===== config.mk =====
export PLATFORM = sky130hd
export DESIGN_NAME = txpyfetch
export DESIGN_NICKNAME = d
export VERILOG_FILES = /design/src/rtl/txpy_pkg.sv /design/src/rtl/txpyword_reg.sv /design/src/rtl/txpyfetch.sv
export SDC_FILE = /design/constraint.sdc
export NUM_CORES = 1
export LEC_CHECK = 0
export BUFFER_PORTS_ARGS = -buffer_cell sky130_fd_sc_hd__buf_4
export CORE_MARGIN = 10
export CORE_UTILIZATION = 40
export CTS_BUF_LIST = sky130_fd_sc_hd__clkbuf_8
export DETAILED_ROUTE_END_ITERATION = 6
export SYNTH_ARGS = -nofsm -noshare
export SYNTH_HDL_FRONTEND = slang
export SYNTH_SLANG_ARGS = --single-unit

===== constraint.sdc =====
create_clock -name clk_6M -period 2.4 [get_ports clk_6M]
set_input_delay 0.12 -clock clk_6M [delete_from_list [all_inputs] [get_ports clk_6M]]
set_output_delay 0.12 -clock clk_6M [all_outputs]
set_load 0.01 [all_outputs]

===== src/rtl/txpy_pkg.sv =====
// ============================================================
// Package : txpy_pkg
// Shared widths, FSM encoding and word-count helper for txpyfetch.
// Revision: 1.0
// ============================================================
`default_nettype none

package txpy_pkg;

    localparam int c_WORD_W = 32;
    localparam int c_ADDR_W = 8;
    localparam int c_BCNT_W = 13;

    typedef enum logic [1:0] {
        S_IDLE = 2'd0,
        S_REQ  = 2'd1,
        S_WAIT = 2'd2,
        S_FULL = 2'd3
    } txpy_state_t;

    // ceil(len/32) in 9 bits, so 8191 bits -> 256 words without overflow
    function automatic logic [c_ADDR_W:0] nwords_f(input logic [c_BCNT_W-1:0] len);
        nwords_f = {1'b0, len[c_BCNT_W-1:5]} + {{c_ADDR_W{1'b0}}, |len[4:0]};
    endfunction

endpackage

`default_nettype wire


===== src/rtl/txpyword_reg.sv =====
// ============================================================
// Module : txpyword_reg
// One payload word slot: data, tag and valid with tag comparators.
// Revision: 1.0
// ============================================================
`default_nettype none

module txpyword_reg
    import txpy_pkg::*;
(
    input  logic                clk_6M,
    input  logic                rstz,
    input  logic                i_clr,
    input  logic                i_rel,
    input  logic                i_wr,
    input  logic [c_ADDR_W-1:0] i_tag,
    input  logic [c_ADDR_W-1:0] i_widx,
    input  logic [c_WORD_W-1:0] i_data,
    output logic                o_valid,
    output logic                o_match,
    output logic                o_older,
    output logic [c_WORD_W-1:0] o_data
);

    logic                r_valid;
    logic [c_ADDR_W-1:0] r_tag;
    logic [c_WORD_W-1:0] r_data;

    // A write into a slot being released in the same cycle wins
    always_ff @(posedge clk_6M or negedge rstz) begin
        if (!rstz) begin
            r_valid <= 1'b0;
            r_tag   <= '0;
            r_data  <= '0;
        end else if (i_wr) begin
            r_valid <= 1'b1;
            r_tag   <= i_tag;
            r_data  <= i_data;
        end else if (i_clr || i_rel) begin
            r_valid <= 1'b0;
        end
    end

    assign o_valid = r_valid;
    assign o_data  = r_data;
    assign o_match = r_valid && (r_tag == i_widx);
    assign o_older = r_valid && (r_tag <  i_widx);

endmodule

`default_nettype wire


===== src/rtl/txpyfetch.sv =====
// ============================================================
// Module : txpyfetch
// Double-buffered TX payload fetch from SRAM with bit serialisation.
// Option : TXPYFETCH_UNDERRUN_EN enables sticky underrun detection.
// Revision: 1.0
// ============================================================
`default_nettype none

module txpyfetch
    import txpy_pkg::*;
(
    input  logic                clk_6M,
    input  logic                rstz,
    input  logic                py_st_p,
    input  logic                py_period,
    input  logic [12:0]         pybitcount,
    input  logic [12:0]         pylenbit,
    output logic                mem_req,
    output logic [c_ADDR_W-1:0] mem_adr,
    input  logic                mem_rack,
    input  logic [c_WORD_W-1:0] mem_rdata,
    output logic                bufpacketin,
    output logic [c_WORD_W-1:0] lnctrl_bufpacket,
    output logic                latchpyhead_p,
    output logic                underrun
);

    txpy_state_t         r_state;
    txpy_state_t         w_state_nxt;
    logic [c_ADDR_W:0]   r_nadr;
    logic                r_period_d;

    logic [c_ADDR_W-1:0] w_widx;
    logic [4:0]          w_bsel;
    logic [c_ADDR_W:0]   w_nwords;
    logic                w_pyfall;
    logic                w_clr;
    logic                w_ack;
    logic                w_rel_a, w_rel_b;
    logic                w_a_free;
    logic                w_wr_a, w_wr_b;
    logic                w_both_nxt;

    logic                w_a_valid, w_a_match, w_a_older;
    logic                w_b_valid, w_b_match, w_b_older;
    logic [c_WORD_W-1:0] w_a_data, w_b_data;

    assign w_widx   = pybitcount[12:5];
    assign w_bsel   = pybitcount[4:0];
    assign w_nwords = nwords_f(pylenbit);
    assign w_pyfall = r_period_d && !py_period;
    assign w_clr    = py_st_p || w_pyfall;

    // Acks landing in a restart or window-close cycle are dropped
    assign w_ack    = (r_state == S_WAIT) && mem_rack && !w_clr;
    assign w_rel_a  = py_period && w_a_older;
    assign w_rel_b  = py_period && w_b_older;

    // Release is applied before choosing the write target
    assign w_a_free   = !w_a_valid || w_rel_a;
    assign w_wr_a     = w_ack && w_a_free;
    assign w_wr_b     = w_ack && !w_a_free;
    assign w_both_nxt = ((w_a_valid && !w_rel_a) || w_wr_a) &&
                        ((w_b_valid && !w_rel_b) || w_wr_b);

    txpyword_reg u_slot_a (
        .clk_6M  (clk_6M),
        .rstz    (rstz),
        .i_clr   (w_clr),
        .i_rel   (w_rel_a),
        .i_wr    (w_wr_a),
        .i_tag   (r_nadr[c_ADDR_W-1:0]),
        .i_widx  (w_widx),
        .i_data  (mem_rdata),
        .o_valid (w_a_valid),
        .o_match (w_a_match),
        .o_older (w_a_older),
        .o_data  (w_a_data)
    );

    txpyword_reg u_slot_b (
        .clk_6M  (clk_6M),
        .rstz    (rstz),
        .i_clr   (w_clr),
        .i_rel   (w_rel_b),
        .i_wr    (w_wr_b),
        .i_tag   (r_nadr[c_ADDR_W-1:0]),
        .i_widx  (w_widx),
        .i_data  (mem_rdata),
        .o_valid (w_b_valid),
        .o_match (w_b_match),
        .o_older (w_b_older),
        .o_data  (w_b_data)
    );

    always_ff @(posedge clk_6M or negedge rstz) begin
        if (!rstz) begin
            r_state          <= S_IDLE;
            r_nadr           <= '0;
            r_period_d       <= 1'b0;
            lnctrl_bufpacket <= '0;
            latchpyhead_p    <= 1'b0;
        end else begin
            r_state       <= w_state_nxt;
            r_period_d    <= py_period;
            latchpyhead_p <= w_ack && (r_nadr == '0);
            if (py_st_p)
                r_nadr <= '0;
            else if (w_ack)
                r_nadr <= r_nadr + 1'b1;
            if (w_ack && (r_nadr == '0))
                lnctrl_bufpacket <= mem_rdata;
        end
    end

    always_comb begin
        w_state_nxt = r_state;
        case (r_state)
            S_REQ:  w_state_nxt = S_WAIT;
            S_WAIT: begin
                if (w_ack) begin
                    if ((r_nadr + 1'b1) == w_nwords)
                        w_state_nxt = S_IDLE;
                    else if (w_both_nxt)
                        w_state_nxt = S_FULL;
                    else
                        w_state_nxt = S_REQ;
                end
            end
            S_FULL: begin
                if ((w_rel_a || w_rel_b) && (r_nadr < w_nwords))
                    w_state_nxt = S_REQ;
            end
            default: w_state_nxt = r_state;
        endcase
        if (w_pyfall)
            w_state_nxt = S_IDLE;
        if (py_st_p)
            w_state_nxt = (|pylenbit) ? S_REQ : S_IDLE;
    end

    assign mem_req     = (r_state == S_REQ) || (r_state == S_WAIT);
    assign mem_adr     = r_nadr[c_ADDR_W-1:0];
    assign bufpacketin = w_a_match ? w_a_data[w_bsel] :
                         w_b_match ? w_b_data[w_bsel] : 1'b0;

`ifdef TXPYFETCH_UNDERRUN_EN
    logic r_underrun;
    logic w_match;

    assign w_match = w_a_match || w_b_match;

    always_ff @(posedge clk_6M or negedge rstz) begin
        if (!rstz)
            r_underrun <= 1'b0;
        else if (py_st_p)
            r_underrun <= 1'b0;
        else if (py_period && ({1'b0, w_widx} < w_nwords) && !w_match)
            r_underrun <= 1'b1;
    end

    assign underrun = r_underrun;
`else
    assign underrun = 1'b0;
`endif

endmodule

`default_nettype wire

* Word-level counts from Yosys, hierarchy flattened
Index checks and enable logic that the tools add are counted. W data, S select, Z words.
Word-level totals: bits in registers 127, bits in latches 0, bits in writable memories 0, bits in read-only memories 0, output and inout bits 44, logic and storage cells 83, memories 0
Cells by class: add/subtract/negate cells 2, multipliers 0, divide/modulo/power cells 0, order comparisons 4, equal/unequal tests 8, shifts and indexed selects 0, mux-type cells 20, bitwise operators 0, reductions and logical operators 38
Operators with widths (number):
- $mux W9 | 2
- $eq A8 B8 Y1 | 2
- $logic_and A1 B1 Y1 | 16
- $lt A8 B8 Y1 | 2
- $reduce_or A13 Y1 | 1
- $mux W2 | 6
- $bmux W1 S5 | 2
- $add A8 B1 Y9 | 1
- $add A9 B1 Y9 const B | 1
- $eq A9 B9 Y1 | 1
- $logic_not A9 Y1 | 1
- $lt A9 B9 Y1 | 1
- $mux W1 | 9
- $logic_or A1 B1 Y1 | 8
- $ne A4 B4 Y1 const B | 2
- $logic_not A1 Y1 | 6
- $lt A5 B6 Y1 const B | 1
- $pmux W2 S3 | 1
- $reduce_bool A2 Y1 | 3
- $reduce_bool A5 Y1 | 1
- $reduce_or A5 Y1 | 1
- $eq A2 B2 Y1 const B | 2
- $reduce_and A3 Y1 | 1
- $eq A2 B1 Y1 const B | 1

* Longest topological paths before layout
Gate-level depths: netlist (run 1).
depth after elaboration 14, mapped depth 12

* By module
A second synthesis (run 1) with hierarchy kept.
Unflattened totals: cell total of the unflattened synthesis 507, area, all modules 6920.4 um2
Modules (own cells, without submodules):
- txpyword_reg | times used 2, cells each 118, area an instance 1924.3 um2, sequential area each 1026.0 um2
- txpyfetch | times used 1, cells each 271, area an instance 3071.7 um2, sequential area each 1126.1 um2

* Worst setup path before layout (run 1)
Ideal clock, no wire load.
path type input -> register, from input pylenbit[4], to register r_state[0], library setup time 65 ps, arrival 2238 ps, data required time 2335 ps, path slack 98 ps, stages 12, cell sequence nor3_1 nand2_1 ha_1 ha_1 xnor2_1 ha_1 nand2_1 o21ai_0 a2111oi_0 o221a_2 or2_1 o22a_1
Between the ends: word-level cells in the longest chain between the ends 8, elaborated cells between the ends (all ways) 14
Ends and longest elaborated chain:
- start: declaration | RTL line txpyfetch.sv:17 | input logic [12:0] pylenbit,
- branches (longest 8 deep; another with $add A8 B1 Y9)
- end signal: assignment | RTL line txpyfetch.sv:104 | r_state <= w_state_nxt;
- end: declaration | RTL line txpyfetch.sv:28 | txpy_state_t r_state;
Parallel ways; which one is timed is not known. The select of a mux whose other input is x is not followed. A chain may end at the register's enable or synchronous reset.

* Final worst setup path (run 1)
from register u_slot_b.r_data[23] (netlist: u_slot_b.o_data[23]), to output bufpacketin
Between the ends: word-level cells in the longest chain between the ends 4
Ends and longest elaborated chain:
- start: declaration | RTL line txpyword_reg.sv:27 | logic [c_WORD_W-1:0] r_data;
- start signal: assignment | RTL line txpyword_reg.sv:38 | r_data <= i_data;
- $bmux W1 S5 | RTL line txpyfetch.sv:145 | w_b_match ? w_b_data[w_bsel] : 1'b0;
- $mux W1 (implied by the code) | RTL line txpyfetch.sv:145
- $mux W1 | RTL line txpyfetch.sv:145
- $mux W1 | RTL line txpyfetch.sv:144 | assign bufpacketin = w_a_match ? w_a_data[w_bsel] :
- end: declaration | RTL line txpyfetch.sv:22 | output logic bufpacketin,
No other way between the ends. The select of a mux whose other input is x is not followed.

==> results of run 1 <==
## timing repair
action	4_1_cts	5_1_grt
hold endpoints to repair	135	0
pin swaps	1	0
buffers inserted	1	1
cloned	0	0
hold buffers	35	0
resized for setup	10	8
endpoints found under the setup margin	1	11
## metrics by stage
| stage | area, um2 | util [%] | instances |
|---|---|---|---|
| after floorplan | 6520 | - | 496 |
| after detailed placement | 7700 | 48.3 | 819 |
| after CTS | 8450 | 53.0 | 887 |
| after global routing | 8450 | 53.0 | 888 |
| after global placement | 7700 | 48.3 | 819 |
| final | 8450 | 53.0 | 888 |
## flip-flops by register name, indices dropped and copies added, names as in the netlist
name and cells:
latchpyhead_p 1, u_slot_b.o_data 32, u_slot_a.o_data 32, u_slot_b.o_valid 1, r_period_d 1, lnctrl_bufpacket 32, u_slot_b.r_tag 8, r_nadr 9
u_slot_a.o_valid 1, u_slot_a.r_tag 8, r_state 2
## final cells by class
type / count / area share (%)
repair buffers: 174 / 17.1
inverters: 18 / 0.799
clock buffers: 17 / 2.77
clock inverters: 15 / 2.16
multi-input cells: 321 / 36.4
well taps: 216 / 3.20
flip-flops and latches: 127 / 37.6
## worst min-delay path by stage
stage	from	to	slack, ns	cells after the start
2_1_floorplan	rstz	latchpyhead_p$_DFF_PN0_	-0.18	0
3_5_place_dp	rstz	lnctrl_bufpacket[21]$_DFFE_PN0P_	0.12	1
5_1_grt	pylenbit[5]	r_state[0]$_DFFE_PN0P_	0.16	5
3_3_place_gp	rstz	lnctrl_bufpacket[15]$_DFFE_PN0P_	0.12	1
6_report	pylenbit[5]	r_state[0]$_DFFE_PN0P_	0.16	5
4_1_cts	pylenbit[5]	r_state[0]$_DFFE_PN0P_	0.14	5
## report_power, final
group / internal [uW] / switching [uW]
clock network: 1040 / 897
logic: 913 / 643
registers: 2660 / 274
total: 4620 / 1810
## placed cells by master, fill, tap and decap left out, types with 3 or more instances in the layout
cell	netlist	final
nand2_1	26	25
o21ai_1	5	5
nand3_1	10	10
clkinvlp_4	0	3
ha_1	33	33
o21ai_0	12	12
inv_6	0	4
o211ai_1	3	3
a21oi_1	12	12
dlygate4sd3_1	0	35
dfrtp_1	127	127
buf_4	9	134
buf_12	0	4
clkbuf_8	0	17
mux4_2	6	18
mux2_1	103	103
o21a_1	3	3
nor2_1	15	14
xor2_1	9	9
inv_1	18	18
mux2_2	7	6
nand4_1	6	6
o31ai_1	3	3
and3_1	6	5
nand3b_1	3	3
nor4_1	3	3
clkinv_2	0	3
bufinv_16	0	3
xnor2_1	8	8
and2_1	3	3
## routing by layer
layer,track usage (%),share of wire (%),vias to the layer above
li1,-,-,2127
met1,18.6,45,2291
met2,24.7,49,102
met3,4.76,5.1,15
met4,4.31,0.93,0
met5,0,0,-
## worst max-delay path, cell delays in order (launching register included)
cell and delay [ns]:
dfrtp_1 0.39, mux4_2 0.50, mux4_2 0.47, mux2_4 0.28, a41o_1 0.22, buf_6 0.14
## kinds of logic (layout without fill, tap and decap cells)
family,count (synthesis),count (layout),synth area share [%]
muxes,131,131,26.9
DFF,127,127,48.8
and+or+nand+nor,85,85,6.61
AOI/OAI and AO/OA,53,53,5.13
buffers and inverters,48,224,3.78
adders and majority gates,34,34,6.49
xor gates and xnor gates,17,17,2.29
other,1,1,0.0575
==> flow_metrics.py, run 1 <==
metrics = {
    "sta": {
        "post-route-period-util_pct": 107,
        "max_freq_ghz": 0.390,
        "setup_viol": 1,
        "hold_violations": 0,
        "final.min_clock_period_ns": 2.56,
        "slew_viol_final": 0,
        "hold_slack_ns": 0.163,
        "clock_skew_ns": 0.00866,
        "layout_setup_ws_ns": -0.163,
        "rsz0062_at_grt": "true",
        "tns_ns": -0.163,
    },
    "worst_setup_path": {
        "critPathArrivalTime_ns": 2.44,
        "r2r_slack_ns": 0.14,
        "regToRegStartpoint": "u_slot_a.r_tag[1]$_DFFE_PN0P_",
        "reg2reg_depth": 7,
        "worst_setup_path_start_kind": "flip-flop",
        "crit_type": "reg2out",
        "cp.required_ns": 2.28,
        "worstReg2RegEnd": "u_slot_b.o_data[4]$_DFFE_PN0N_",
        "endpoint_kind": "output pin",
        "critPathCapture": "bufpacketin",
        "critPathLaunch": "u_slot_b.o_data[23]$_DFFE_PN0N_",
        "crit_path_max_fanout": 2,
    },
    "worst_hold_path": {
        "hp-class": "in2reg",
    },
    "floorplan": {
        "die_h_um": 148,
        "die_w_um": 148,
        "start_util_pct": 40.9,
        "row_count": 46,
        "io_pins": 107,
        "die_area_um2": 21800,
        "core_um2": 15900,
    },
    "clock_network": {
        "cts_tree": "done",
        "cts_root_buffer": "clkbuf_8",
        "cts_sinks": 127,
        "ctsLongestPathBuffers": 2,
        "insertion_delay_ns": 0.44,
        "numCtsBuffers": 17,
        "h-tree-depth": 4,
        "clk_pin_slew_ns": 0.08,
    },
    "global_routing": {
        "grt_max_degree": 59,
        "grt_overflow": 0,
        "grt_pass1_vias": 4976,
        "grt_usage_pct": 15.0,
        "grt_pass1_wl_um": 26000,
        "antenna_found_initial": 0,
    },
    "synthesis": {
        "yosys-top-cells-area": "dfrtp_1 (49%), mux2_1 (18%), ha_1 (6.3%), mux4_1 (5.6%), mux4_2 (2.1%)",
        "syn_avg_cell_area_um2": 13.1,
        "synth_flop_cell": "dfrtp_1",
        "synth_edf_count": 0,
        "synth_cell_types": 51,
        "synth_most_common_cell": "dfrtp_1",
        "yosysTopAreaCellShare_pct": 48.8,
        "yosys_warnings": 0,
        "syn_nets": 592,
        "async_flop_share_pct": 100,
        "synth_commonest_cells": "dfrtp_1 (127), mux2_1 (103), ha_1 (33)",
        "yosys.area.top_type": "dfrtp_1",
        "synth_area_um2": 6520,
        "netlist_instances": 496,
        "ys_seq_area_share_pct": 48.8,
        "synth_seq_cells": 127,
    },
    "cells_and_area": {
        "multi_input_area_um2": 3070,
        "diodes": 0,
        "fillers": 1373,
        "drive_gt1_share_pct": 30.2,
        "area_delta_synth_final_pct": 29.7,
        "ff_latch_area_um2": 3180,
        "nNetsFinal": 755,
    },
    "place": {
        "dp_slack_ns": -0.313,
        "port_buffers": 105,
        "place_congestion": 0.870,
        "dpl.hpwl_um": 11700,
    },
    "power_and_ir_drop": {
        "p_leak_uw": 0.00420,
        "vdd_drop_max_mv": 0.499,
        "power_uw": 6430,
        "power_density_nw_per_um2": 761,
    },
    "route": {
        "viasPerCell": 5.11,
        "drt_wl_total_um": 16000,
        "drtPass1Iterations": 4,
        "wl_per_cell_um": 18.0,
        "drt_iter0_drc": 205,
        "num_vias": 4535,
        "route.detailed.drc": 0,
        "ant_nets": 0,
    },
    "run": {
        "maxCapViolCount": 0,
    },
    "status": {
        "status": "finished, violations left",
        "violations": "negative setup slack",
    },
}
No activity file was read; power rests on OpenSTA's default activity.
==> run 2, diff against run 1 <==
--- a/config.mk
+++ b/config.mk
@@ -8,7 +8,6 @@
 export BUFFER_PORTS_ARGS = -buffer_cell sky130_fd_sc_hd__buf_4
 export CORE_MARGIN = 10
 export CORE_UTILIZATION = 40
-export CTS_BUF_LIST = sky130_fd_sc_hd__clkbuf_8
 export DETAILED_ROUTE_END_ITERATION = 6
 export SYNTH_ARGS = -nofsm -noshare
 export SYNTH_HDL_FRONTEND = slang
==> flow_metrics.py, run 2 (synthesized netlist as in run 1, its figures left out) <==
metrics = {
    "place": {
        "place_congestion": 0.870,
        "port_buffers": 105,
        "placed_cell_area_um2": 7700,
        "dpl.hpwl_um": 11700,
    },
    "worst_setup_path": {
        "regToRegStartpoint": "u_slot_a.r_tag[1]$_DFFE_PN0P_",
        "critPathArrivalTime_ns": 2.40,
        "r2r_slack_ns": 0.15,
        "crit_top_cell": "mux4_2",
        "cp_top_family": "multiplexers",
        "worstReg2RegEnd": "u_slot_b.o_data[4]$_DFFE_PN0N_",
        "path_cells": "mux4_2, mux4_2, mux2_4, a41o_1, buf_6",
        "endpoint_kind": "output pin",
        "crit_path_max_fanout": 2,
        "crit_type": "reg2out",
        "max_stage_delay_ns": 0.49,
        "path_buf_inv": 1,
        "crit_slowest_cell": "mux4_2",
        "reg2reg_depth": 7,
        "cp.required_ns": 2.28,
        "worst_setup_path_start_kind": "flip-flop",
    },
    "clock_network": {
        "insertion_delay_ns": 0.42,
        "cts_sinks": 127,
        "cts_setup_buffers": 0,
        "clk_pin_slew_ns": 0.06,
        "ctsLongestPathBuffers": 2,
        "cts_tree": "done",
        "cts_root_buffer": "clkbuf_16",
        "h-tree-depth": 4,
        "numCtsBuffers": 17,
    },
    "cells_and_area": {
        "diodes": 0,
        "final_cell_area_um2": 8630,
        "fillers": 1351,
        "drive_gt1_share_pct": 30.3,
        "area_delta_synth_final_pct": 32.5,
        "layout_commonest_cell": "buf_4",
        "mostFrequentLayoutCells": "buf_4 (132), dfrtp_1 (127), mux2_1 (103)",
        "nNetsFinal": 753,
    },
    "global_routing": {
        "grt_max_degree": 59,
        "antenna_found_initial": 0,
        "grt_pass1_wl_um": 26300,
        "grt_overflow": 0,
        "grt_pass1_vias": 4985,
        "grt_usage_pct": 15.2,
    },
    "worst_hold_path": {
        "hold_depth": 5,
        "hp-class": "in2reg",
        "hold_path_end": "r_state[0]$_DFFE_PN0P_",
        "min-delay-start": "pylenbit[5]",
    },
    "sta": {
        "clock_skew_ns": 0.0124,
        "hold_violations": 0,
        "post-route-period-util_pct": 105,
        "layout_setup_ws_ns": -0.123,
        "final.min_clock_period_ns": 2.52,
        "slew_viol_final": 0,
        "tns_ns": -0.123,
        "setup_viol": 1,
        "max_freq_ghz": 0.396,
        "rsz0062_at_grt": "true",
    },
    "route": {
        "ant_nets": 0,
        "viasPerCell": 5.13,
        "route.detailed.drc": 0,
        "wl_per_cell_um": 18.2,
        "drtPass1Iterations": 4,
        "drt_wl_total_um": 16100,
        "drt_iter0_drc": 224,
        "num_vias": 4541,
    },
    "run": {
        "maxCapViolCount": 0,
    },
    "floorplan": {
        "die_w_um": 148,
        "row_count": 46,
        "io_pins": 107,
        "core_um2": 15900,
        "die_area_um2": 21800,
        "start_util_pct": 40.9,
        "die_h_um": 148,
    },
    "status": {
        "status": "finished, violations left",
        "violations": "negative setup slack",
    },
    "power_and_ir_drop": {
        "vdd_drop_max_mv": 0.615,
        "p_leak_uw": 0.00428,
        "power_density_nw_per_um2": 827,
    },
}
## run 2: changes by cell type in the layout (fill, tap and decap cells not counted), sizes merged
| cell | change |
|---|---|
| buf | -2 |
## run 2: worst min-delay path, cell delays in order
cell	delay, ns
buf_4	0.09
nor4_1	0.04
nand2_1	0.05
o21a_1	0.13
o22a_1	0.14
## run 2: what timing repair did
action,CTS,global route
setup endpoints to repair,1,5
endpoints found under the hold margin,135,0
gates resized for setup,13,8
pin swaps,1,0
hold buffers,35,0
## run 2: how the worst max path moves through the flow
stage	startpoint	end	slack (ns)	depth (start not counted)
3_5_place_dp	pylenbit[4]	r_state[0]$_DFFE_PN0P_	-0.31	13
4_1_cts	u_slot_b.o_data[27]$_DFFE_PN0N_	bufpacketin	-0.14	5
6_report	u_slot_b.o_data[23]$_DFFE_PN0N_	bufpacketin	-0.12	5
5_1_grt	u_slot_a.o_data[27]$_DFFE_PN0P_	bufpacketin	-0.20	6
2_1_floorplan	pylenbit[4]	r_state[0]$_DFFE_PN0P_	0.1	12
3_3_place_gp	pylenbit[4]	r_state[0]$_DFFE_PN0P_	-0.20	13
## run 2: layer usage
layer | up-vias | wire length, um | GRT usage, %
met5 | - | 0 | 0
met4 | 0 | 221 | 5.05
met3 | 15 | 789 | 4.12
met2 | 107 | 7910 | 25.0
met1 | 2289 | 7210 | 18.8
li1 | 2130 | - | -
## run 2: final cells by class
cell class	instances	area [um2]	share of cell area (%)
inverters	18	67.6	0.782
multi-input cells	321	3080	35.6
flip-flops and latches	127	3180	36.8
clock inverters	15	183	2.12
clock buffers	17	425	4.93
well taps	216	270	3.13
repair buffers	172	1430	16.6
## run 2: metrics by stage
step	power, uW	cells	utilization, %	setup slack (ns)	hold slack, ns
after floorplan	3670	496	-	0.0976	-0.176
after global placement	4410	819	48.3	-0.202	0.118
after detailed placement	4490	819	48.3	-0.313	0.125
after CTS	7220	886	54.1	-0.140	0.183
after global routing	7510	886	54.2	-0.202	0.208
final	7140	886	54.2	-0.123	0.190
## run 2: report_power, final
| part | total [uW] | internal (uW) | switching, uW |
|---|---|---|---|
| clock | 2640 | 1650 | 994 |
| sequential | 2940 | 2670 | 275 |
| combinational | 1560 | 913 | 645 |
| total | 7140 | 5230 | 1910 |
